==> config.mk <==
export PLATFORM = sky130hd
export DESIGN_NAME = imem_loader
export DESIGN_NICKNAME = d
export VERILOG_FILES = /design/src/rtl/imem_loader.sv
export SDC_FILE = /design/constraint.sdc
export NUM_CORES = 1
export LEC_CHECK = 0
export BUFFER_PORTS_ARGS = -buffer_cell sky130_fd_sc_hd__buf_4
export CAP_MARGIN = 10
export CORE_MARGIN = 2
export CORE_UTILIZATION = 51
export DETAILED_ROUTE_END_ITERATION = 12
export PLACE_DENSITY = 0.75
export SLEW_MARGIN = 20
export SYNTH_ARGS = -nofsm -noshare
export SYNTH_HDL_FRONTEND = slang
export SYNTH_SLANG_ARGS = --single-unit
==> constraint.sdc <==
create_clock -name i_clk -period 1.9 [get_ports i_clk]
set_input_delay 0 -clock i_clk [delete_from_list [all_inputs] [get_ports i_clk]]
set_output_delay 0 -clock i_clk [all_outputs]
set_load 0.005 [all_outputs]
==> src/rtl/imem_loader.sv <==
// -----------------------------------------------------------------------------
// imem_loader
//
// Boot-time program loader. Receives a byte stream consisting of a 16-bit
// little-endian word count N followed by N little-endian 32-bit instruction
// words, and writes each word into an instruction memory at consecutive
// word-aligned byte addresses starting at 0. The processor core is held in
// reset for the whole load and released once the load has completed.
//
// Ports
//   i_clk         rising-edge clock
//   i_rst         synchronous active-high reset
//   i_start       one-cycle request to begin a load (honoured in IDLE / DONE)
//   i_byte        incoming program byte
//   i_byte_valid  i_byte is valid
//   o_byte_ready  loader accepts a byte this cycle
//   o_we          instruction memory write strobe (one cycle per word)
//   o_waddr       word-aligned byte address of the write
//   o_wdata       instruction word to write
//   o_cpu_rst     holds the processor core in reset while high
//   o_done        load completed
//   o_err         declared word count exceeds memory capacity
//
// state  | meaning
// -------+----------------------------------------------------------------
// IDLE   | waiting for i_start after reset
// LEN_LO | expecting low byte of the word count
// LEN_HI | expecting high byte of the word count; range-checked on accept
// DATA   | assembling and writing instruction words
// DONE   | load finished (or rejected); core released, i_start reloads
// -----------------------------------------------------------------------------
module imem_loader #(
    parameter int P_DATA_WIDTH = 32,
    parameter int P_ADDR_WIDTH = 10
) (
    input  logic                    i_clk,
    input  logic                    i_rst,
    input  logic                    i_start,
    input  logic [7:0]              i_byte,
    input  logic                    i_byte_valid,
    output logic                    o_byte_ready,
    output logic                    o_we,
    output logic [P_ADDR_WIDTH-1:0] o_waddr,
    output logic [P_DATA_WIDTH-1:0] o_wdata,
    output logic                    o_cpu_rst,
    output logic                    o_done,
    output logic                    o_err
);

    // Word index needs to address 2^(P_ADDR_WIDTH-2) words; the remaining-word
    // counter needs one more bit because it must hold the full capacity.
    localparam int          IDX_W     = P_ADDR_WIDTH - 2;
    localparam int          CNT_W     = P_ADDR_WIDTH - 1;
    localparam int unsigned CAP_WORDS = 2 ** IDX_W;

    typedef enum logic [2:0] {
        IDLE,
        LEN_LO,
        LEN_HI,
        DATA,
        DONE
    } state_t;

    state_t                  state;
    logic [7:0]              len_lo;
    logic [15:0]             len_word;
    logic [1:0]              byte_cnt;
    logic [IDX_W-1:0]        word_idx;
    logic [CNT_W-1:0]        words_left;
    // Holds the first three bytes of the current word; each new byte enters
    // at the top so after three bytes the oldest sits in bits 7:0.
    logic [P_DATA_WIDTH-9:0] shift;
    logic                    accept;

    assign accept   = i_byte_valid && o_byte_ready;
    assign len_word = {i_byte, len_lo};

    always_ff @(posedge i_clk) begin
        if (i_rst) begin
            state        <= IDLE;
            len_lo       <= '0;
            byte_cnt     <= '0;
            word_idx     <= '0;
            words_left   <= '0;
            shift        <= '0;
            o_byte_ready <= 1'b0;
            o_we         <= 1'b0;
            o_waddr      <= '0;
            o_wdata      <= '0;
            o_cpu_rst    <= 1'b1;
            o_done       <= 1'b0;
            o_err        <= 1'b0;
        end else begin
            o_we <= 1'b0;

            case (state)
                IDLE: begin
                    if (i_start) begin
                        state        <= LEN_LO;
                        o_byte_ready <= 1'b1;
                        o_err        <= 1'b0;
                    end
                end

                LEN_LO: begin
                    if (accept) begin
                        len_lo <= i_byte;
                        state  <= LEN_HI;
                    end
                end

                LEN_HI: begin
                    if (accept) begin
                        if (len_word == 16'd0) begin
                            state        <= DONE;
                            o_byte_ready <= 1'b0;
                            o_done       <= 1'b1;
                            o_cpu_rst    <= 1'b0;
                        end else if (32'(len_word) > CAP_WORDS) begin
                            // Rejected before any write so the address can
                            // never wrap past the end of the memory.
                            state        <= DONE;
                            o_byte_ready <= 1'b0;
                            o_done       <= 1'b1;
                            o_cpu_rst    <= 1'b0;
                            o_err        <= 1'b1;
                        end else begin
                            state      <= DATA;
                            words_left <= CNT_W'(len_word);
                            word_idx   <= '0;
                            byte_cnt   <= '0;
                        end
                    end
                end

                DATA: begin
                    if (accept) begin
                        shift    <= {i_byte, shift[P_DATA_WIDTH-9:8]};
                        byte_cnt <= byte_cnt + 2'd1;
                        if (byte_cnt == 2'd3) begin
                            o_we       <= 1'b1;
                            o_wdata    <= {i_byte, shift};
                            o_waddr    <= {word_idx, 2'b00};
                            word_idx   <= word_idx + IDX_W'(1);
                            words_left <= words_left - CNT_W'(1);
                            // Stop taking bytes already during the final
                            // write cycle; nothing more belongs to this load.
                            if (words_left == CNT_W'(1)) begin
                                o_byte_ready <= 1'b0;
                            end
                        end
                    end else if (words_left == '0) begin
                        // Only reachable in the write cycle of the last word.
                        state     <= DONE;
                        o_done    <= 1'b1;
                        o_cpu_rst <= 1'b0;
                    end
                end

                DONE: begin
                    if (i_start) begin
                        state        <= LEN_LO;
                        o_byte_ready <= 1'b1;
                        o_done       <= 1'b0;
                        o_err        <= 1'b0;
                        o_cpu_rst    <= 1'b1;
                    end
                end

                default: begin
                    state        <= IDLE;
                    o_byte_ready <= 1'b0;
                    o_done       <= 1'b0;
                    o_cpu_rst    <= 1'b1;
                end
            endcase
        end
    end

endmodule
==> flow_summary_export.csv, run 1 <==
group,metric,value,unit
synthesis,ys_ff_latch,99,
hold_path,worstHoldStart,"i_rst",
pwr,power,3.62,mW
sta,fin_skew,0.00925,ns
critical_path,crit_path_start_kind,"register",
layout,final_cell_count_no_fill,725,
critical_path,rrSetupSlack,-0.21,ns
sta,max_freq,474,MHz
synthesis,async_flop_share,0,
critical_path,rr_endpoint,"word_idx[4]$_SDFFE_PP0P_",
global_route,grt_first_pass_wirelength,18.0,mm
clock_tree,cts_buffer_depth,2,
clock_tree,clock_latency,0.36,ns
placed_design,port_buffers,56,
global_route,grt_pass1_vias,3921,
synthesis,synth_top_flop_cell,"dfxtp_1",
layout,final_cell_mix,"nand2_1 (144), buf_4 (101), dfxtp_1 (98), a21oi_1 (79), nor2_1 (25)",
hold_path,hold_depth,2,
placed_design,placed_area,0.00495,mm^2
sta,holdWs,0.0280,ns
sta,report.final.slew_viol_count,0,
hold_path,hold_class,"primary input to register",
layout,drive_gt1_frac,0.250,
clock_tree,cts_tree,"yes",
status,status,"finished, violations left",
layout,layout.nets,634,
synthesis,yosysWarnings,0,
die,start_util,0.533,
synthesis,yosysSeqAreaShare,0.476,
sta,hold_viol_final,0,
die,die_width,94.4,um
sta,setup_viol,24,
placed_design,hpwl,7.39,mm
synthesis,ys_types,50,
synthesis,synth_area,0.00417,mm^2
drt,wire_per_inst,15.1,um
global_route,grt.overflow.total,0,
clock_tree,numCtsBuffers,9,
drt,drc,0,
drt,drtIter0Drc,302,
sta,fin_ws,-0.208,ns
critical_path,r2r_cells,5,
clock_tree,h-tree-depth,3,
critical_path,critPathMaxFanout,6,
drt,vias,4104,
sta,fin_crit,2.11,ns
global_route,grt_use_total,0.255,
die,ios,59,
die,core_area,0.00781,mm^2
critical_path,worstPathRequired,2.18,ns
critical_path,r2r-start,"len_lo[6]$_SDFFE_PP0P_",
pwr,p_leak,2.05,nW
placed_design,dp.cells,696,
status,violations,"setup timing",
global_route,antenna_found_initial,0,
synthesis,syn_area_per_cell,7.92,um^2
drt,firstDrtPassIters,5,
layout,final_common_cell,"nand2_1",
clock_tree,clk_pin_slew,0.10,ns
synthesis,syn_inst,526,
hold_path,holdPathEnd,"o_err$_SDFFE_PP0P_",
clock_tree,cts.sinks,99,
run,maxCapViolations,0,
die,dieArea,0.00891,mm^2
die,std_cell_rows,32,
pwr,power_density,671,mW/mm^2
clock_tree,root_buffer,"clkbuf_8",
placed_design,place_congestion,0.897,
drt,via_per_inst,5.66,
critical_path,end_kind,"register",
global_route,grt_max_degree,37,
pwr,ir_drop,0.542,mV
die,fp.dieH,94.4,um
drt,ant_nets,0,
critical_path,crit_type,"register to register",
layout,syn_to_final_growth,29.6,%
critical_path,cp_data_arrival_time,2.39,ns
layout,fill_cells,648,
synthesis,synth_edf_count,0,
drt,routed_wl,10.9,mm
sta,fin_crit_sh,1.11,
layout,antenna_cells,0,
sta,grt_setup_unrepaired,"yes",
layout,final_area,0.00540,mm^2
area by class of cell:
class | count | area, um^2 | area share
clock inverter | 6 | 60.1 | 0.0111
sequential | 99 | 1980 | 0.367
inverter | 8 | 30.0 | 0.00556
tap | 102 | 128 | 0.0236
timing repair buffer | 115 | 922 | 0.171
clock buffer | 10 | 128 | 0.0236
multi-input combinational | 385 | 2150 | 0.398
Yosys cell counts, drive strengths merged (2+ instances only):
| library cell | number | area, um^2 |
|---|---|---|
| nand2 | 145 | 544 |
| dfxtp | 99 | 1980 |
| a21oi | 81 | 405 |
| clkbuf | 31 | 116 |
| nor2 | 28 | 108 |
| o21ai | 16 | 91.3 |
| nand3 | 14 | 70.1 |
| nor3 | 11 | 60.1 |
| mux2i | 10 | 100 |
| nand4 | 9 | 56.3 |
| inv | 8 | 30.0 |
| or3 | 8 | 51.3 |
| or4 | 6 | 52.6 |
| nor4 | 5 | 31.3 |
| o211ai | 5 | 37.5 |
| o31ai | 5 | 37.5 |
| buf | 4 | 31.3 |
| ha | 4 | 50.1 |
| a22oi | 3 | 22.5 |
| a31oi | 3 | 33.8 |
| nand2b | 3 | 18.8 |
| o41ai | 3 | 26.3 |
| a211oi | 2 | 15.0 |
| and2 | 2 | 12.5 |
| and3 | 2 | 12.5 |
| nor3b | 2 | 15.0 |
| o311ai | 2 | 17.5 |
routing by layer:
| layer | up-vias | routed length, um | track usage |
|---|---|---|---|
| met4 | 0 | 221 | 0.0870 |
| met5 | - | 0 | 0 |
| met1 | 1931 | 4750 | 0.327 |
| li1 | 2003 | - | - |
| met2 | 140 | 5300 | 0.432 |
| met3 | 30 | 661 | 0.0479 |
per-stage QoR:
| step | TNS, ns | setup WS, ns | util |
|---|---|---|---|
| floorplan | -0.788 | -0.103 | - |
| global placement | -2.34 | -0.160 | 0.634 |
| detailed placement | -3.60 | -0.250 | 0.634 |
| CTS | -1.78 | -0.151 | 0.678 |
| global route | -4.35 | -0.267 | 0.692 |
| finish | -2.35 | -0.208 | 0.692 |
cell families (layout without fill, tap and decap cells):
| family | after synthesis | count (layout) | share of synthesized area |
|---|---|---|---|
| AO/OA/AOI/OAI | 127 | 127 | 0.181 |
| adder cells (fa/ha/maj) | 4 | 4 | 0.0120 |
| buffers and inverters | 43 | 139 | 0.0427 |
| flip-flops | 99 | 99 | 0.476 |
| multiplexers | 11 | 11 | 0.0267 |
| other | 1 | 2 | 0.000900 |
| AND/OR/NAND/NOR | 241 | 241 | 0.261 |
power by group:
part | switching, mW | total (mW) | internal [mW] | leakage [nW]
clock | 0.768 | 1.27 | 0.505 | 0.0942
combinational | 0.147 | 0.255 | 0.109 | 1.16
sequential | 0.0128 | 2.10 | 2.08 | 0.798
total | 0.927 | 3.62 | 2.70 | 2.05
worst max-delay path by stage:
stage                           start                          to  slack, ns  cells past startpoint
2_1_floorplan  len_lo[2]$_SDFFE_PP0P_    word_idx[4]$_SDFFE_PP0P_      -0.10                      6
3_3_place_gp   len_lo[2]$_SDFFE_PP0P_    word_idx[3]$_SDFFE_PP0P_      -0.16                      5
3_5_place_dp   len_lo[2]$_SDFFE_PP0P_  words_left[6]$_SDFFE_PP0P_      -0.25                      6
4_1_cts        len_lo[2]$_SDFFE_PP0P_    word_idx[3]$_SDFFE_PP0P_      -0.15                      6
5_1_grt        len_lo[6]$_SDFFE_PP0P_  words_left[7]$_SDFFE_PP0P_      -0.27                      8
6_report       len_lo[6]$_SDFFE_PP0P_    word_idx[4]$_SDFFE_PP0P_      -0.21                      5
sequential cells by signal (all words and copies together), names as in the netlist:
register	count
o_wdata	32
shift	24
words_left	9
len_lo	8
o_waddr	8
word_idx	8
state	3
byte_cnt	2
o_byte_ready	1
o_cpu_rst	1
o_done	1
o_err	1
o_we	1
timing repair:
action / CTS / global route
hold endpoints to repair: 26 / 0
endpoints found under the setup margin: 26 / 26
hold buffers: 9 / 0
setup buffers: 3 / 1
gates resized for setup: 13 / 20
pin swaps: 8 / 14
critical path, stage by stage, from the launching register on:
cell and delay (ns):
dfxtp_2 0.34, or4_4 0.53, or3_4 0.45, and4_4 0.23, or3_1 0.32, mux2i_1 0.16
Note: power is estimated with default switching activity, not from simulation.
==> run 2: changes to the inputs <==
==> config.mk (replaced) <==
export PLATFORM = sky130hd
export DESIGN_NAME = imem_loader
export DESIGN_NICKNAME = d
export VERILOG_FILES = /design/src/rtl/imem_loader.sv
export SDC_FILE = /design/constraint.sdc
export NUM_CORES = 1
export LEC_CHECK = 0
export CAP_MARGIN = 10
export CORE_MARGIN = 2
export CORE_UTILIZATION = 56
export DETAILED_ROUTE_END_ITERATION = 12
export DONT_BUFFER_PORTS = 1
export PLACE_DENSITY = 0.74
export SLEW_MARGIN = 20
export SYNTH_ARGS = -nofsm -noshare
export SYNTH_HDL_FRONTEND = slang
export SYNTH_SLANG_ARGS = --single-unit
==> flow_summary_export.csv, run 2 (synthesis results as in run 1) <==
group,metric,value,unit
status,status,"finished, violations left",
status,violations,"hold timing, setup timing",
layout,syn_to_final_growth,18.6,%
pwr,ir_drop,0.426,mV
clock_tree,root_buffer,"clkbuf_8",
layout,antenna_cells,0,
critical_path,crit_family,"simple AND/OR/NAND/NOR gates",
sta,slew_headroom,0.663,
clock_tree,cts_buffer_depth,2,
layout,layout.nets,567,
die,std_cell_rows,31,
critical_path,slowest_stage,"or4_4",
clock_tree,clk_pin_slew,0.10,ns
global_route,grt_max_degree,94,
die,fp.dieH,90.2,um
critical_path,worstPathRequired,2.18,ns
clock_tree,clock_latency,0.37,ns
clock_tree,numCtsBuffers,9,
critical_path,cp_data_arrival_time,2.33,ns
layout,drive_gt1_frac,0.185,
pwr,power_density,754,mW/mm^2
sta,fin_skew,0.0138,ns
layout,regMostFlops,"o_wdata",
sta,max_freq,486,MHz
sta,holdWs,-0.305,ns
drt,vias,3884,
die,die_width,90.2,um
drt,via_per_inst,5.93,
placed_design,placed_area,0.00445,mm^2
critical_path,end_kind,"register",
sta,fin_crit,2.06,ns
global_route,grt_pass1_vias,3643,
drt,drtIter0Drc,367,
run,maxCapViolations,0,
placed_design,hpwl,7.01,mm
critical_path,crit_path_start_kind,"register",
sta,report.final.slew_viol_count,0,
sta,grt_setup_unrepaired,"yes",
critical_path,critPathMaxFanout,6,
layout,largest_reg_flops,32,
drt,drc,0,
global_route,grt_use_total,0.266,
drt,routed_wl,10.9,mm
clock_tree,cts.sinks,99,
drt,wire_per_inst,16.6,um
die,core_area,0.00721,mm^2
sta,fin_crit_sh,1.08,
die,dieArea,0.00814,mm^2
clock_tree,h-tree-depth,3,
layout,final_area,0.00494,mm^2
die,start_util,0.577,
layout,final_common_cell,"nand2_1",
hold_path,hold_class,"primary input to register",
critical_path,cp_cell_sequence,"or4_4 -> or3_4 -> and4_4 -> buf_6 -> o41ai_4",
global_route,antenna_found_initial,0,
sta,hold_viol_final,90,
sta,setup_viol,26,
clock_tree,cts_tree,"yes",
layout,top_regs,"o_wdata (32), shift (24), words_left (9)",
critical_path,slowest_delay,0.54,ns
drt,ant_nets,0,
critical_path,crit_type,"register to register",
layout,final_cell_mix,"nand2_1 (143), dfxtp_1 (96), a21oi_1 (78), buf_4 (32), nor2_1 (25)",
pwr,p_leak,1.72,nW
die,ios,59,
global_route,grt.overflow.total,0,
drt,firstDrtPassIters,7,
critical_path,cp_num_buf_inv,1,
placed_design,place_congestion,0.910,
sta,tightest_slew,0.504,ns
sta,fin_ws,-0.158,ns
global_route,grt_first_pass_wirelength,17.5,mm
clock_tree,postCtsHoldBufs,3,
placed_design,preCtsSetupSlack,-0.215,ns
placed_design,port_buffers,0,
[run 2: cell type report]
| type | count | area (um^2) |
|---|---|---|
| Fill cell | 586 | 2270 |
| Tap cell | 99 | 124 |
| Timing Repair Buffer | 48 | 417 |
| Clock buffer | 9 | 124 |
| Inverter | 8 | 30.0 |
| Multi-Input combinational cell | 385 | 2170 |
| Clock inverter | 7 | 91.3 |
| Sequential cell | 99 | 1990 |
[run 2: repair_timing]
item                                    CTS  global route
endpoints found under the hold margin    92            90
pin swaps                                15            18
endpoints found under the setup margin   25            29
resized for setup                        20            30
buffers inserted                          3             2
[run 2: where the power goes]
part           switching, mW  internal [mW]  leakage, nW
sequential            0.0137           2.08        0.799
combinational         0.0986         0.0859        0.818
clock                  0.802          0.643        0.106
[run 2: worst paths after layout]
path              slack, ns                    endpoint  depth (start not counted)                   start
setup / recovery      -0.16  words_left[1]$_SDFFE_PP0P_                          5  len_lo[4]$_SDFFE_PP0P_
hold / removal        -0.31       state[1]$_SDFFE_PP0P_                          1                   i_rst
setup reg to reg      -0.16  words_left[1]$_SDFFE_PP0P_                          5  len_lo[4]$_SDFFE_PP0P_
hold reg to reg        0.46     o_wdata[0]$_SDFFE_PP0P_                          2   shift[0]$_SDFFE_PP0P_
[run 2: through the flow]
stage | hold slack, ns | setup TNS [ns] | power (mW) | util | cells
after floorplan | 0.136 | -0.788 | 2.27 | - | 527
after global placement | 0.0783 | -2.35 | 2.28 | 0.617 | 631
after detailed placement | 0.0836 | -3.55 | 2.28 | 0.617 | 631
after CTS | -0.321 | -2.44 | 3.72 | 0.666 | 653
after global routing | -0.323 | -4.32 | 3.83 | 0.685 | 655
final | -0.305 | -2.43 | 3.73 | 0.685 | 655
[run 2: metal layers]
layer,part of all wire,track usage,vias to the layer above
li1,-,-,1868
met1,0.44,0.342,1849
met2,0.47,0.427,142
met3,0.065,0.0629,25
met4,0.024,0.117,0
met5,0,0,-
==> run 3: changes to the inputs <==
--- a/config.mk
+++ b/config.mk
@@ -6,11 +6,13 @@
 export NUM_CORES = 1
 export LEC_CHECK = 0
 export CAP_MARGIN = 10
+export CELL_PAD_IN_SITES_DETAIL_PLACEMENT = 1
+export CELL_PAD_IN_SITES_GLOBAL_PLACEMENT = 1
 export CORE_MARGIN = 2
-export CORE_UTILIZATION = 56
+export CORE_UTILIZATION = 42
 export DETAILED_ROUTE_END_ITERATION = 12
 export DONT_BUFFER_PORTS = 1
-export PLACE_DENSITY = 0.74
+export PLACE_DENSITY_LB_ADDON = 0.1
 export SLEW_MARGIN = 20
 export SYNTH_ARGS = -nofsm -noshare
 export SYNTH_HDL_FRONTEND = slang
==> flow_summary_export.csv, run 3 (synthesis results as in run 1) <==
group,metric,value,unit
pwr,power,3.78,mW
critical_path,critPathMaxFanout,6,
sta,max_freq,466,MHz
sta,fin_crit_sh,1.13,
die,start_util,0.430,
critical_path,slowest_stage,"or4_4",
sta,fin_skew,0.0101,ns
sta,hold_viol_final,6,
pwr,p_leak,1.79,nW
critical_path,slowest_delay,0.56,ns
layout,final_common_cell,"nand2_1",
die,dieArea,0.0107,mm^2
clock_tree,h-tree-depth,3,
layout,syn_to_final_growth,22.9,%
die,die_width,104,um
die,fp.dieH,104,um
critical_path,cp.depth,6,
layout,antenna_cells,0,
drt,wire_per_inst,18.4,um
critical_path,crit_end,"word_idx[7]$_SDFFE_PP0P_",
global_route,grt_first_pass_wirelength,20.7,mm
status,violations,"hold timing, setup timing",
global_route,grt_max_degree,93,
sta,fin_ws,-0.246,ns
drt,routed_wl,12.9,mm
placed_design,place_congestion,0.856,
sta,grt_setup_unrepaired,"yes",
critical_path,rr_endpoint,"word_idx[7]$_SDFFE_PP0P_",
die,core_area,0.00968,mm^2
drt,firstDrtPassIters,4,
critical_path,crit_type,"register to register",
drt,via_per_inst,5.58,
global_route,grt_pass1_vias,3971,
layout,largest_reg_flops,32,
hold_path,hold_class,"primary input to register",
global_route,grt.overflow.total,0,
clock_tree,cts_tree,"yes",
pwr,ir_drop,0.545,mV
sta,slew_headroom,0.633,
layout,drive_gt1_frac,0.198,
layout,final_util,0.528,
drt,vias,3903,
run,maxCapViolations,0,
placed_design,preCtsSetupSlack,-0.275,ns
clock_tree,clk_pin_slew,0.10,ns
placed_design,hpwl,8.18,mm
sta,tightest_slew,0.549,ns
clock_tree,clock_latency,0.39,ns
sta,setup_viol,27,
die,std_cell_rows,36,
drt,ant_nets,0,
sta,fin_crit,2.15,ns
sta,holdWs,-0.0238,ns
critical_path,worstPathRequired,2.23,ns
critical_path,cp_cell_sequence,"or4_4 -> buf_6 -> o21ai_4 -> a32oi_4 -> or4_4 -> a21oi_2",
drt,drtIter0Drc,121,
critical_path,r2r-start,"len_lo[4]$_SDFFE_PP0P_",
layout,layout.nets,578,
drt,drc,0,
clock_tree,root_buffer,"clkbuf_8",
clock_tree,cts.sinks,99,
critical_path,rrSetupSlack,-0.25,ns
global_route,antenna_found_initial,0,
pwr,power_density,738,mW/mm^2
global_route,grt_use_total,0.241,
critical_path,end_kind,"register",
critical_path,crit_path_start_kind,"register",
critical_path,cp_data_arrival_time,2.48,ns
sta,report.final.slew_viol_count,0,
status,status,"finished, violations left",
critical_path,path_common_cell,"or4_4",
layout,final_cell_mix,"nand2_1 (144), dfxtp_1 (96), a21oi_1 (77), buf_4 (38), nor2_1 (24)",
critical_path,r2r_cells,6,
clock_tree,cts_buffer_depth,2,
die,ios,59,
critical_path,startpoint,"len_lo[4]$_SDFFE_PP0P_",
critical_path,cp_num_buf_inv,1,
layout,regMostFlops,"o_wdata",
layout,top_regs,"o_wdata (32), shift (24), words_left (9)",
placed_design,port_buffers,0,
clock_tree,numCtsBuffers,9,
critical_path,crit_family,"simple AND/OR/NAND/NOR gates",
[run 3: cell count changes in the layout (fill, tap and decap cells not counted), sizes merged]
| cell | change |
|---|---|
| dlygate4sd3 | +6 |
| buf | +5 |
| clkinv | +3 |
| inv | -2 |
| clkinvlp | -1 |
[run 3: area by class of cell]
cell class                      count  area [um^2]
Inverter                            8         30.0
Fill cell                        1191         4570
Timing Repair Buffer               59          527
Tap cell                          133          166
Multi-Input combinational cell    385         2210
Sequential cell                    99         1990
Clock buffer                        9          124
Clock inverter                      7         73.8
[run 3: worst register-to-register path, cell delays in order, from the launching register on]
cell and delay [ns]:
dfxtp_2 0.33, or4_4 0.56, buf_6 0.15, o21ai_4 0.26, a32oi_4 0.21, or4_4 0.46
a21oi_2 0.12
[run 3: what timing repair did]
action                                  4_1_cts  5_1_grt
endpoints found under the setup margin       25       27
endpoints found under the hold margin        92        0
buffers inserted                              8        1
hold buffers                                 10        0
resized for setup                            41       20
pin swaps                                    24        9
[run 3: metrics by stage]
step | hold slack (ns) | setup TNS [ns] | std cells | area [um^2]
floorplan | 0.136 | -0.788 | 527 | 4170
global placement | 0.0792 | -3.26 | 666 | 4500
detailed placement | 0.0829 | -4.62 | 666 | 4500
CTS | 0.00584 | -3.07 | 699 | 5030
global route | 0.0189 | -5.63 | 700 | 5120
finish | -0.0238 | -3.73 | 700 | 5120
[run 3: metal layers]
metal / vias to the layer above / global-route usage / wire (um)
met3: 11 / 0.0491 / 664
met5: - / 0 / 0
met1: 1929 / 0.308 / 5840
li1: 1886 / - / -
met2: 77 / 0.404 / 6220
met4: 0 / 0.0878 / 141
[run 3: power breakdown]
group          switching (mW)  total [mW]  internal, mW
clock network           0.794        1.41         0.618
registers             0.00571        2.09          2.08
logic                   0.161       0.275         0.114
[run 3: worst min-delay path by stage]
| stage | start | endpoint | slack (ns) | depth (start not counted) |
|---|---|---|---|---|
| after floorplan | i_byte[0] | shift[16]$_SDFFE_PP0P_ | 0.14 | 2 |
| after detailed placement | i_rst | o_wdata[21]$_SDFFE_PP0P_ | 0.08 | 1 |
| after global placement | i_rst | byte_cnt[1]$_SDFFE_PP0P_ | 0.08 | 1 |
| after CTS | i_byte_valid | o_byte_ready$_SDFFE_PP0P_ | 0.006 | 4 |
| final | i_rst | word_idx[1]$_SDFFE_PP0P_ | -0.02 | 2 |
| after global routing | i_rst | word_idx[1]$_SDFFE_PP0P_ | 0.02 | 2 |
